===== src/rtl/rename_pkg.sv =====
// Shared types, constants and decode helpers for the RV32E rename/dispatch stage.
package rename_pkg;

  localparam int ARCH_REGS = 16;
  localparam int PHYS_REGS = 32;
  localparam int FL_DEPTH  = PHYS_REGS - ARCH_REGS;

  typedef logic [4:0] tag_t;
  typedef logic [3:0] arch_t;

  localparam logic [6:0] OPC_OP     = 7'b0110011;
  localparam logic [6:0] OPC_OP_IMM = 7'b0010011;
  localparam logic [6:0] OPC_LOAD   = 7'b0000011;
  localparam logic [6:0] OPC_STORE  = 7'b0100011;
  localparam logic [6:0] OPC_BRANCH = 7'b1100011;
  localparam logic [6:0] OPC_LUI    = 7'b0110111;
  localparam logic [6:0] OPC_AUIPC  = 7'b0010111;
  localparam logic [6:0] OPC_JAL    = 7'b1101111;
  localparam logic [6:0] OPC_JALR   = 7'b1100111;

  // Registered output slot presented to the reservation station.
  typedef struct packed {
    logic        alloc;
    logic [31:0] pc;
    logic [31:0] inst;
    tag_t        prs1;
    tag_t        prs2;
    tag_t        prd;
    tag_t        old_prd;
    logic        prs1_valid;
    logic        prs2_valid;
  } slot_t;

  // Writes to x0 never allocate a tag; STORE/BRANCH/unknown opcodes have no rd.
  function automatic logic writes_rd(input logic [6:0] opcode, input arch_t rd);
    logic op_ok;
    case (opcode)
      OPC_OP, OPC_OP_IMM, OPC_LOAD, OPC_LUI,
      OPC_AUIPC, OPC_JAL, OPC_JALR: op_ok = 1'b1;
      default:                      op_ok = 1'b0;
    endcase
    return op_ok && (rd != 4'd0);
  endfunction

endpackage


===== src/rtl/rename_free_list.sv =====
// Circular FIFO of free physical tags; resets holding P16..P31 with P16 at the head.
module rename_free_list
  import rename_pkg::*;
(
  input  logic       clk_i,
  input  logic       reset_ni,
  input  logic       push_i,
  input  tag_t       push_tag_i,
  input  logic       pop_i,
  output tag_t       head_o,
  output logic [4:0] count_o
);

  tag_t       mem_q [FL_DEPTH];
  logic [3:0] head_q, tail_q;
  logic [4:0] count_q;
  logic       empty, full, push_ok, pop_ok;

  assign empty   = (count_q == 5'd0);
  assign full    = (count_q == 5'(FL_DEPTH));
  assign push_ok = push_i && !full;
  assign pop_ok  = pop_i && !empty;
  assign head_o  = mem_q[head_q];
  assign count_o = count_q;

  // 4-bit pointers wrap naturally at FL_DEPTH; tail starts at 0 because the list is full.
  always_ff @(posedge clk_i or negedge reset_ni) begin
    if (!reset_ni) begin
      for (int i = 0; i < FL_DEPTH; i++) begin
        mem_q[i] <= tag_t'(ARCH_REGS + i);
      end
      head_q  <= 4'd0;
      tail_q  <= 4'd0;
      count_q <= 5'(FL_DEPTH);
    end else begin
      if (push_ok) begin
        mem_q[tail_q] <= push_tag_i;
        tail_q        <= tail_q + 4'd1;
      end
      if (pop_ok) begin
        head_q <= head_q + 4'd1;
      end
      count_q <= count_q + 5'(push_ok) - 5'(pop_ok);
    end
  end

  overflow_push: assert property (@(posedge clk_i) disable iff (!reset_ni) !(push_i && full));

endmodule


===== src/rtl/rename_dispatch.sv =====
// In-order rename/dispatch: maps x0..x15 to 32 physical tags, tracks busy tags from the CDB,
// and presents one renamed instruction per cycle through a registered slot to the RS.
module rename_dispatch
  import rename_pkg::*;
(
  input  logic        clk_i,
  input  logic        reset_ni,
  input  logic        dec_valid_i,
  output logic        dec_ready_o,
  input  logic [31:0] pc_i,
  input  logic [31:0] inst_i,
  input  logic        rs_free_i,
  output logic        rs_allocate_o,
  output logic [31:0] pc_o,
  output logic [31:0] inst_o,
  output logic [4:0]  prs1_addr_o,
  output logic [4:0]  prs2_addr_o,
  output logic [4:0]  prd_addr_o,
  output logic [4:0]  old_prd_o,
  output logic        prs1_valid_o,
  output logic        prs2_valid_o,
  input  logic        cdb_en_i,
  input  logic [4:0]  cdb_tag_i,
  input  logic        commit_en_i,
  input  logic [4:0]  commit_old_prd_i
);

  // Handshake: an instruction transfers when dec_valid_i && dec_ready_o at a rising edge;
  // the slot transfers to the RS when rs_allocate_o && rs_free_i at a rising edge.

  tag_t                 rat_q [ARCH_REGS];
  logic [PHYS_REGS-1:0] busy_q, busy_d;
  slot_t                slot_q, slot_d;

  arch_t      rs1_a, rs2_a, rd_a;
  tag_t       rs1_tag, rs2_tag, old_tag, fl_head;
  logic [4:0] fl_count;
  logic       wr, advance, fire, alloc_rd, commit_push;
  logic       rs1_rdy, rs2_rdy;

  assign rs1_a = inst_i[18:15];
  assign rs2_a = inst_i[23:20];
  assign rd_a  = inst_i[10:7];

  assign wr          = writes_rd(inst_i[6:0], rd_a);
  assign advance     = !slot_q.alloc || rs_free_i;
  assign dec_ready_o = advance && (!wr || (fl_count != 5'd0));
  assign fire        = dec_valid_i && dec_ready_o;
  assign alloc_rd    = fire && wr;
  assign commit_push = commit_en_i && (commit_old_prd_i != 5'd0);

  // RAT is read combinationally before this cycle's rd update, so rs1==rd sees the old tag.
  assign rs1_tag = rat_q[rs1_a];
  assign rs2_tag = rat_q[rs2_a];
  assign old_tag = rat_q[rd_a];

  assign rs1_rdy = (rs1_tag == 5'd0) || !busy_q[rs1_tag] || (cdb_en_i && (cdb_tag_i == rs1_tag));
  assign rs2_rdy = (rs2_tag == 5'd0) || !busy_q[rs2_tag] || (cdb_en_i && (cdb_tag_i == rs2_tag));

  rename_free_list u_free_list (
    .clk_i      (clk_i),
    .reset_ni   (reset_ni),
    .push_i     (commit_push),
    .push_tag_i (commit_old_prd_i),
    .pop_i      (alloc_rd),
    .head_o     (fl_head),
    .count_o    (fl_count)
  );

  always_comb begin
    slot_d = slot_q;
    if (fire) begin
      slot_d.alloc      = 1'b1;
      slot_d.pc         = pc_i;
      slot_d.inst       = inst_i;
      slot_d.prs1       = rs1_tag;
      slot_d.prs2       = rs2_tag;
      slot_d.prs1_valid = rs1_rdy;
      slot_d.prs2_valid = rs2_rdy;
      slot_d.prd        = alloc_rd ? fl_head : 5'd0;
      slot_d.old_prd    = alloc_rd ? old_tag : 5'd0;
    end else if (advance) begin
      slot_d.alloc = 1'b0;
    end else begin
      // Held slot keeps snooping the CDB so a wakeup during the stall is not lost.
      if (cdb_en_i && (cdb_tag_i == slot_q.prs1)) slot_d.prs1_valid = 1'b1;
      if (cdb_en_i && (cdb_tag_i == slot_q.prs2)) slot_d.prs2_valid = 1'b1;
    end
  end

  // Allocation is applied after the CDB clear so a same-cycle allocate of that tag wins.
  always_comb begin
    busy_d = busy_q;
    if (cdb_en_i && (cdb_tag_i != 5'd0)) busy_d[cdb_tag_i] = 1'b0;
    if (alloc_rd) busy_d[fl_head] = 1'b1;
    busy_d[0] = 1'b0;
  end

  always_ff @(posedge clk_i or negedge reset_ni) begin
    if (!reset_ni) begin
      for (int i = 0; i < ARCH_REGS; i++) begin
        rat_q[i] <= tag_t'(i);
      end
      busy_q <= '0;
      slot_q <= '0;
    end else begin
      if (alloc_rd) rat_q[rd_a] <= fl_head;
      busy_q <= busy_d;
      slot_q <= slot_d;
    end
  end

  assign rs_allocate_o = slot_q.alloc;
  assign pc_o          = slot_q.pc;
  assign inst_o        = slot_q.inst;
  assign prs1_addr_o   = slot_q.prs1;
  assign prs2_addr_o   = slot_q.prs2;
  assign prd_addr_o    = slot_q.prd;
  assign old_prd_o     = slot_q.old_prd;
  assign prs1_valid_o  = slot_q.prs1_valid;
  assign prs2_valid_o  = slot_q.prs2_valid;

endmodule

===== config.mk =====
export PLATFORM = sky130hd
export DESIGN_NAME = rename_dispatch
export DESIGN_NICKNAME = d
export VERILOG_FILES = /design/src/rtl/rename_pkg.sv /design/src/rtl/rename_free_list.sv /design/src/rtl/rename_dispatch.sv
export SDC_FILE = /design/constraint.sdc
export NUM_CORES = 1
export LEC_CHECK = 0
export ABC_AREA = 1
export CAP_MARGIN = 15
export CORE_ASPECT_RATIO = 0.7
export CORE_MARGIN = 2
export CORE_UTILIZATION = 61
export CTS_BUF_LIST = sky130_fd_sc_hd__clkbuf_16
export CTS_CLUSTER_DIAMETER = 200
export CTS_CLUSTER_SIZE = 8
export DETAILED_ROUTE_END_ITERATION = 16
export PLACE_DENSITY = 0.83
export RECOVER_POWER = 100
export SLEW_MARGIN = 0
export SYNTH_ARGS = -nofsm -noshare
export SYNTH_HDL_FRONTEND = slang
export SYNTH_SLANG_ARGS = --single-unit

===== constraint.sdc =====
create_clock -name clk_i -period 4.4 [get_ports clk_i]
set_input_delay 0.88 -clock clk_i [delete_from_list [all_inputs] [get_ports clk_i]]
set_output_delay 0.88 -clock clk_i [all_outputs]
set_load 0.02 [all_outputs]

Yosys cells after proc, flatten, opt, wreduce, memory -nomap -nowiden
Cells that the tools add are included.
{"block": "word_totals", "in_bits": 80, "output_inout_bits": 88, "elab_cells": 161, "register_bits": 291}
{"block": "classes", "n_bitwise": 8, "eq_ne": 13, "reduce_logical": 41, "add_sub_neg": 4, "n_mux": 37, "n_lt_le_gt_ge": 13}
{"op": "bitwise mux 80 bit", "n": 2}
{"op": "binary-select mux 5 bit (select 4 bit)", "n": 4}
{"op": "two-way mux 32 bit", "n": 2}
{"op": "two-way mux 5 bit", "n": 12}
{"op": "demux 5 bit (select 4 bit)", "n": 2}
{"op": "AND 32 bit", "n": 1}
{"op": "inverter 32 bit", "n": 1}
{"op": "bitwise OR 32 bit", "n": 1}
{"op": "greater-or-equal comparator 5 bit, second input constant", "n": 5}
{"op": "inverter 4 -> 5 bit", "n": 5}
{"op": "less-than comparator 5 x 6 -> 1 bit, second input constant", "n": 4}
{"op": "equality test 5 bit", "n": 4}
{"op": "logical AND 1 bit", "n": 16}
{"op": "logical NOT 5 bit", "n": 3}
{"op": "nonzero test 5 bit", "n": 3}
{"op": "equality test 7 x 5 -> 1 bit, second input constant", "n": 2}
{"op": "equality test 7 x 6 -> 1 bit, second input constant", "n": 2}
{"op": "equality test 7 bit, second input constant", "n": 2}
{"op": "binary-select mux 1 bit (select 5 bit)", "n": 2}
{"op": "demux 1 bit (select 5 bit)", "n": 2}
{"op": "greater-or-equal comparator 5 x 1 -> 1 bit, second input constant", "n": 2}
{"op": "less-than comparator 5 x 1 -> 1 bit, second input constant", "n": 2}
{"op": "two-way mux 1 bit", "n": 9}
{"op": "adder 4 x 1 -> 4 bit, second input constant", "n": 2}
{"op": "other kinds (12)", "n": 26}

Logic depth before layout (Yosys ltp)
Gate-level depths: netlist (run 1).
{"block": "logic_depth", "ltp_word": 11, "ltp_mapped": 18, "depth_no_buf": 18}

By module
From an unflattened synthesis (run 1), not the netlist that was laid out.
{"block": "unflattened", "cells_unflattened": 2047, "hier_area_um2": 15436.1}
{"module": "rename_dispatch", "n_inst": 1, "area_each_um2": 10654.0, "seq_area_each_um2": 4994.8, "cells_each": 1438}
{"module": "rename_free_list", "n_inst": 1, "area_each_um2": 4782.1, "seq_area_each_um2": 2388.5, "cells_each": 609}

Least setup slack after synthesis (run 1)
OpenSTA, ideal clock, no wires.
{"block": "synth_path", "path_kind": "input to register", "startpoint": "in inst_i[8]", "endpoint": "reg u_free_list.count_q[4] (netlist: u_free_list.count_o[4])", "n_path_buf": 0, "arrival_time_ns": 3.081, "setup_time_ns": 0.075, "required_ns": 4.325, "slack_ns": 1.245, "path_stages": 16, "cell_sequence": "nor2_2 -> a211oi_2 -> and3_4 -> nand2_1 -> nand2_2 -> nor2_8 -> nand2_8 -> inv_4 -> ha_1 -> inv_1 -> ha_1 -> fa_1 -> a21oi_1 -> nor2_1 -> nor2_1 -> xor2_1"}
{"block": "synth_between", "elab_chain_cells": 9}
{"item": "start, declared", "line_no": "rename_dispatch.sv:11", "text": "input logic [31:0] inst_i,"}
{"item": "nonzero test 4 bit (*)", "line_no": "rename_pkg.sv:42", "text": "return op_ok && (rd != 4'd0);"}
{"item": "logical AND 1 bit (*)", "line_no": "rename_pkg.sv:42"}
{"item": "logical NOT 1 bit", "line_no": "rename_dispatch.sv:47", "text": "assign dec_ready_o = advance && (!wr || (fl_count != 5'd0));"}
{"item": "logical OR 1 bit", "line_no": "rename_dispatch.sv:47"}
{"item": "logical AND 1 bit", "line_no": "rename_dispatch.sv:47"}
{"item": "logical AND 1 bit", "line_no": "rename_dispatch.sv:48", "text": "assign fire = dec_valid_i && dec_ready_o;"}
{"item": "logical AND 1 bit (*)", "line_no": "rename_dispatch.sv:49", "text": "assign alloc_rd = fire && wr;"}
{"item": "logical AND 1 bit (*)", "line_no": "rename_free_list.sv:22", "text": "assign pop_ok = pop_i && !empty;"}
{"item": "via u_free_list.pop_ok", "line_no": "rename_free_list.sv:17", "text": "logic empty, full, push_ok, pop_ok;"}
{"item": "subtractor 5 x 1 -> 5 bit (*)", "line_no": "rename_free_list.sv:43", "text": "count_q <= count_q + 5'(push_ok) - 5'(pop_ok);"}
{"item": "end signal, assigned", "line_no": "rename_free_list.sv:34", "text": "count_q <= 5'(FL_DEPTH);"}
{"item": "end signal, assigned", "line_no": "rename_free_list.sv:43"}
{"item": "end, declared", "line_no": "rename_free_list.sv:16", "text": "logic [4:0] count_q;"}
Mark *: on every way through the listed nets, which the timed path passes. The rest lies on a longest branch.
A chain may end at the register's enable or synchronous reset.

Worst setup path after layout (run 1)
{"block": "layout_path", "startpoint": "in inst_i[10]", "endpoint": "reg busy_q[31]"}
{"block": "layout_between", "elab_chain_cells": 8}
{"item": "nonzero test 4 bit (*)", "line_no": "rename_pkg.sv:42"}
{"item": "logical AND 1 bit (*)", "line_no": "rename_pkg.sv:42"}
{"item": "logical NOT 1 bit", "line_no": "rename_dispatch.sv:47"}
{"item": "logical OR 1 bit", "line_no": "rename_dispatch.sv:47"}
{"item": "logical AND 1 bit", "line_no": "rename_dispatch.sv:47"}
{"item": "logical AND 1 bit", "line_no": "rename_dispatch.sv:48"}
{"item": "logical AND 1 bit (*)", "line_no": "rename_dispatch.sv:49"}
{"item": "two-way mux 32 bit (*)", "line_no": "rename_dispatch.sv:95", "text": "if (alloc_rd) busy_d[fl_head] = 1'b1;"}
{"item": "via busy_d[31]", "line_no": "rename_dispatch.sv:32", "text": "logic [PHYS_REGS-1:0] busy_q, busy_d;"}
{"item": "end signal, assigned", "line_no": "rename_dispatch.sv:108", "text": "busy_q <= busy_d;"}
{"item": "end, declared", "line_no": "rename_dispatch.sv:32"}
Marked as above.

==> results of run 1 <==
cell type report:
type / instances / area [um^2] / area share, %
sequential: 291 / 7380 / 41.3
multi-input combinational: 1354 / 6420 / 35.9
timing repair buffer: 209 / 1960 / 11.0
clock buffer: 43 / 1080 / 6.02
inverter: 130 / 492 / 2.75
tap: 318 / 398 / 2.22
clock inverter: 34 / 153 / 0.854
antenna: 1 / 2.50 / 0.0140
routing by layer:
metal	track usage [%]	up-vias
met3	19.4	157
li1	-	6591
met2	54.6	1211
met4	11.3	0
met1	57.6	6997
met5	0.962	-
placed cells by master (no fill, tap or decap), types with 2 or more instances in the layout:
master / n
nand2_1: 565
o21ai_0: 316
dfrtp_1: 210
nand3_1: 200
inv_1: 146
dlygate4sd3_1: 90
dfstp_2: 81
clkdlybuf4s50_1: 76
nor2_1: 63
a21oi_1: 55
clkbuf_16: 43
o22ai_1: 40
buf_4: 31
xor2_1: 14
o211ai_1: 13
nand4_1: 12
o21ai_1: 12
clkinv_1: 11
ha_1: 11
o221ai_1: 10
o2111ai_1: 7
clkbuf_1: 6
nand2_2: 5
clkbuf_2: 5
nor2_2: 4
nor3_1: 4
a22oi_1: 4
nand3b_1: 3
nor3_4: 2
inv_2: 2
xnor2_1: 2
per-stage QoR:
| stage | area, um^2 | cells | power, uW |
|---|---|---|---|
| floorplan | 14800 | 1862 | 5960 |
| finish | 17900 | 2380 | 10400 |
| global route | 17900 | 2379 | 10900 |
| global placement | 16800 | 2302 | 7270 |
| CTS | 18000 | 2379 | 10400 |
| detailed placement | 16800 | 2302 | 7410 |
critical path, delay by kind of cell:
| kind | cells | cell delay, ps |
|---|---|---|
| simple gates | 8 | 1270 |
| compound gates | 2 | 420 |
| buf+inv | 2 | 1770 |
final timing paths:
check                                             startpoint                     to  slack (ps)
min reg2reg                            rat_q[75]$_DFFE_PN0P_  rat_q[75]$_DFFE_PN0P_         430
min in group asynchronous                           reset_ni  rat_q[15]$_DFFE_PN0P_        1430
min                                    rat_q[75]$_DFFE_PN0P_  rat_q[75]$_DFFE_PN0P_         430
max in group asynchronous                           reset_ni  rat_q[38]$_DFFE_PN1P_         790
max reg2reg                u_free_list.head_q[0]$_DFFE_PN0P_   busy_q[18]$_DFF_PN0_         480
max                                               inst_i[10]   busy_q[31]$_DFF_PN0_         420
cells by family after synthesis:
group / Yosys count / share of synthesized area, %
buffers and inverters: 217 / 5.99
flip-flops: 291 / 49.9
adder cells (fa/ha/maj): 12 / 1.07
XOR/XNOR: 16 / 0.947
AND/OR/NAND/NOR: 862 / 25.2
AO/OA/AOI/OAI: 464 / 16.9
sequential cells by signal, indices dropped and copies added (netlist names):
signal               cells
u_free_list.count_o      5
prd_addr_o               5
prs2_addr_o              5
rat_q                   80
inst_o                  32
u_free_list.mem_q       80
u_free_list.tail_q       4
pc_o                    32
u_free_list.head_q       4
old_prd_o                5
busy_q                  31
prs1_addr_o              5
prs1_valid_o             1
prs2_valid_o             1
rs_allocate_o            1
power breakdown:
part | internal (uW) | total (uW) | leakage, uW | switching (uW)
sequential | 3520 | 4050 | 0.00352 | 525
combinational | 1040 | 3430 | 0.00390 | 2390
clock | 1760 | 2970 | 0.000709 | 1210
==> run summary, run 1 <==
GPL Wtd Cong - 1.00
Total number of yosys warnings - 0
Die Footprint - 25500 um^2
Max Clock Skew - 18.4 ps
Worst relative slew slack - -134%
Count leader, synth - nand2_1
Setup-failing EPs final - 0
Worst-Margin Slew - 3510 ps
Num rows - 47
Metal3 WL - 9000 um
Initial Util - 62.3%
CTS HTree Levels - 2
Clock Latency Late Sink - 550 ps
Avg Cell Area, Syn - 7.95 um^2
Setup crit end kind - flop
Final Util - 75.3%
Vias - 15000
Status - complete, but fails checks
CTS Buf Count - 42
Fin Hold WS - 427 ps
Fin nets - 2120
Crit path largest cell delay - 1060 ps
WHS Path Cells - 0
Worst vdd ir - 423 uV
WL met2 - 20400 um
RSZ-0062 raised after global routing - no
Largest net degree at the start of global routing - 132
FILL cells - 1757
M1 WL - 20000 um
Drt drc - 0
Clk pin slew, worst setup/hold paths - 60 ps
Detailed Route WL - 50800 um
Crit path DAT - 4360 ps
Critical Setup Path Class - input port to flop
List of most frequent post-synthesis cells - nand2_1, o21ai_0, dfrtp_1
WP data required - 4790 ps
Gr usage total - 40.4%
Worst min path class - flop to flop
Core area - 23800 um^2
Synth Instances - 1862
PostCTS Resize Cnt - 0
Die W - 190 um
Power per cell area - 584 nW/um^2
Bufs on Longest Clock Path - 3
Setup Fix Bufs, Post-CTS - 0
First-pass GRT wire length - 79500 um
Die Y - 134 um
Max Cap Viol - 1
Yosys cell types - 45
Pre-CTS setup slack - 450 ps
Failing checks - max-capacitance violations, max-slew violations
Synth async-reset ratio - 100%
Slew Viols, Final - 131
Share of the synthesized area in the top cell type - 35.5%
Yosys top cell by area - dfrtp_1
Layout cells sized above 1 - 8.93%
Pleak - 0.00813 uW
Routed Antenna Nets - 0
Vias in the first global route - 14300
# IOs - 168
TritonRoute pass-1 iters - 7
Uppermost routed layer - met4
Synth area leaders - dfrtp_1, dfstp_2, nand2_1, o21ai_0, nand3_1
Synth Net Count - 1954
Post-synthesis sequential area ratio - 49.9%
Final WS setup - 423 ps
Slowest CP cell - clkbuf_1
Period utilization - 90.4%
Initial antenna violation count - 1
Total congestion overflow - 0
Via/cell ratio - 6.28
CP startpoint kind - input port
P&R area growth vs syn - 20.8%
Wirelength per Cell - 21.4 um
Hpwl dp - 34900 um
Number of hold buffers added after cts - 0
CP Cell Sequence - dlygate4sd3_1 -> nor2_4 -> a211oi_2 -> and3_4 -> nand2_1 -> nand2_1 -> nor2_1 -> nand2_8 -> clkbuf_1 -> nor2_1 -> nand2_1 -> o21ai_0
Clock Root Buffer - clkbuf_16
Number of DRC markers in iteration 0 - 2279
Number of synthesized register bits - 291
Final Hold Viols - 0
Minimum clock period - 3980 ps
Reg2reg path depth - 8
# port buffers - 167
Fmax - 251 MHz
Clock Sinks - 291
Top FF cell, synth - dfrtp_1
Setup TNS - 0 ps
Max Fanout on Critical Path - 18
TritonCTS clock tree - yes
Netlist Area Pre-Place - 14800 um^2
EDFF count, synth - 0
CP most frequent cell - nand2_1
(Power assumes the default switching activity.)
==> run 2: changes to the inputs <==
--- a/config.mk
+++ b/config.mk
@@ -14,7 +14,7 @@
 export CTS_CLUSTER_DIAMETER = 200
 export CTS_CLUSTER_SIZE = 8
 export DETAILED_ROUTE_END_ITERATION = 16
-export PLACE_DENSITY = 0.83
+export PLACE_DENSITY = 0.86
 export RECOVER_POWER = 100
 export SLEW_MARGIN = 0
 export SYNTH_ARGS = -nofsm -noshare
==> run 2 against run 1 <==
The flow still finishes with violations (max-capacitance violations, max-slew violations). Register-to-register slack gained 560 ps. Worst hold slack got worse by 22 ps. Final area decreased by 0.15%. Worst setup slack lost 13 ps. Global-route usage fell by 0.54 points. Maximum frequency is 0.32% lower. Power up 0.17%. Critical path type is now input port to output port. Critical endpoint is now dec_ready_o. Largest power group unchanged.
==> run summary, run 2 (same netlist as run 1, synthesis figures left out) <==
Minimum clock period - 3990 ps
Fin Hold WS - 405 ps
Vias in the first global route - 13900
PostCTS Resize Cnt - 0
Initial Util - 62.3%
Clock power share - 28.4%
Final Hold Viols - 0
Clk pin slew, worst setup/hold paths - 50 ps
Worst Path Buf+Inv - 3
CTS Buf Count - 42
Crit path largest cell delay - 680 ps
Switch share - 39.5%
Largest net degree at the start of global routing - 108
Num rows - 47
Layout cells sized above 1 - 8.84%
RSZ-0062 raised after global routing - no
Drt drc - 0
Setup crit end kind - output port
Slew Viols, Final - 107
Post-DP Area - 16800 um^2
Multi-input gate area - 6380 um^2
Wirelength per Cell - 21.3 um
CP Cell Sequence - clkdlybuf4s50_1 -> nor2_1 -> a211oi_1 -> and3_4 -> nand2_1 -> nand2_1 -> inv_1 -> dlygate4sd3_1
Detailed Route WL - 50600 um
Total congestion overflow - 0
Worst min path class - flop to flop
TritonRoute pass-1 iters - 6
Commonest non-fill, non-tap cell in the layout - nand2_1
Seq pwr share - 38.5%
R2R setup slack - 1040 ps
Critical Setup Path Class - input port to output port
Setup TNS - 0 ps
Clock Latency Late Sink - 540 ps
CP delay by family, top - buffers and inverters
TritonCTS clock tree - yes
Crit path DAT - 3110 ps
Core area - 23800 um^2
Setup Fix Bufs, Post-CTS - 0
Die Footprint - 25500 um^2
Worst vdd ir - 397 uV
Top Registers - rat_q: 80 flops, u_free_list.mem_q: 80 flops
Max Fanout on Critical Path - 6
GPL Wtd Cong - 1.00
Sw power - 4130 uW
Slowest CP cell - dlygate4sd3_1
FILL cells - 1733
P&R area growth vs syn - 20.6%
CP startpoint kind - input port
CP most frequent cell - nand2_1
Max Cap Viol - 1
Number of hold buffers added after cts - 0
Clock Root Buffer - clkbuf_16
Bufs on Longest Clock Path - 3
WP data required - 3520 ps
Via/cell ratio - 6.27
Failing checks - max-capacitance violations, max-slew violations
Worst-Margin Slew - 2650 ps
Fin nets - 2117
Status - complete, but fails checks
Final instance area - 17900 um^2
Power per cell area - 586 nW/um^2
First-pass GRT wire length - 78100 um
Commonest non-fill, non-tap cells in the layout - nand2_1, o21ai_0, dfrtp_1, nand3_1, inv_1
Vias - 14900
Setup-failing EPs final - 0
Fmax - 251 MHz
Die W - 190 um
Initial antenna violation count - 2
Max Clock Skew - 12.7 ps
# port buffers - 167
Gr usage total - 39.9%
CTS HTree Levels - 2
Clock Sinks - 291
Gate power share - 33.2%
Routed Antenna Nets - 0
Worst relative slew slack - -76.7%
Die Y - 134 um
Hpwl dp - 34400 um
Number of DRC markers in iteration 0 - 2366
# IOs - 168
Period utilization - 90.7%
Pleak - 0.00812 uW
Seq. cell area - 7380 um^2
Internal power - 6330 uW
run 2: cell count changes in the layout (fill, tap and decap cells not counted), moves of 2 or more:
| cell | previous run | this run |
|---|---|---|
| buf_4 | 31 | 36 |
| clkbuf_1 | 6 | 0 |
| clkbuf_2 | 5 | 2 |
| nand2_1 | 565 | 567 |
| nand2_2 | 5 | 3 |
| nor3_1 | 4 | 6 |
| nor3_4 | 2 | 0 |
| o21ai_0 | 316 | 313 |
| o21ai_1 | 12 | 15 |
run 2: cell type report:
class,instances,share of cell area [%]
multi-input combinational,1354,35.7
tap,318,2.23
antenna,1,0.0140
clock inverter,34,0.855
timing repair buffer,206,11.0
inverter,130,2.75
clock buffer,43,6.03
sequential,291,41.3
run 2: metrics by stage:
stage	total power [uW]	setup WS (ps)	std cells	util [%]
finish	10500	411	2377	75.2
global placement	7290	530	2299	70.7
CTS	10400	577	2376	75.9
floorplan	5960	1240	1862	-
detailed placement	7410	453	2299	70.7
global route	10900	293	2376	75.1
run 2: worst register-to-register path: stages (launching register included):
cell and delay [ps]:
dfrtp_1 710, inv_1 390, o21ai_0 170, o221ai_1 240
o211ai_1 180, nand2_1 370, inv_1 680, nand3_1 260
o21ai_0 250
run 2: final timing paths:
check | start | end | cells after the start
setup / recovery | inst_i[8] | dec_ready_o | 8
min in group asynchronous | reset_ni | u_free_list.mem_q[35]$_DFFE_PN0P_ | 1
max in group asynchronous | reset_ni | pc_o[4]$_DFFE_PN0P_ | 2
hold reg to reg | rat_q[78]$_DFFE_PN0P_ | rat_q[78]$_DFFE_PN0P_ | 0
hold / removal | rat_q[78]$_DFFE_PN0P_ | rat_q[78]$_DFFE_PN0P_ | 0
setup reg to reg | u_free_list.head_q[1]$_DFFE_PN0P_ | busy_q[10]$_DFF_PN0_ | 8
run 2: power groups by stage:
stage               logic, uW  registers [uW]  clock network (uW)
global route             3750            4100                3080
detailed placement       3390            4020                   0
floorplan                1930            4020                   0
global placement         3290            4000                   0
CTS                      3410            4000                2960
finish                   3470            4030                2970
run 2: metal layers:
metal	share of wire (%)	GRT usage (%)
met3	17	17.6
met5	0.13	0
met1	41	58.7
met2	40	52.9
met4	2.5	11.0
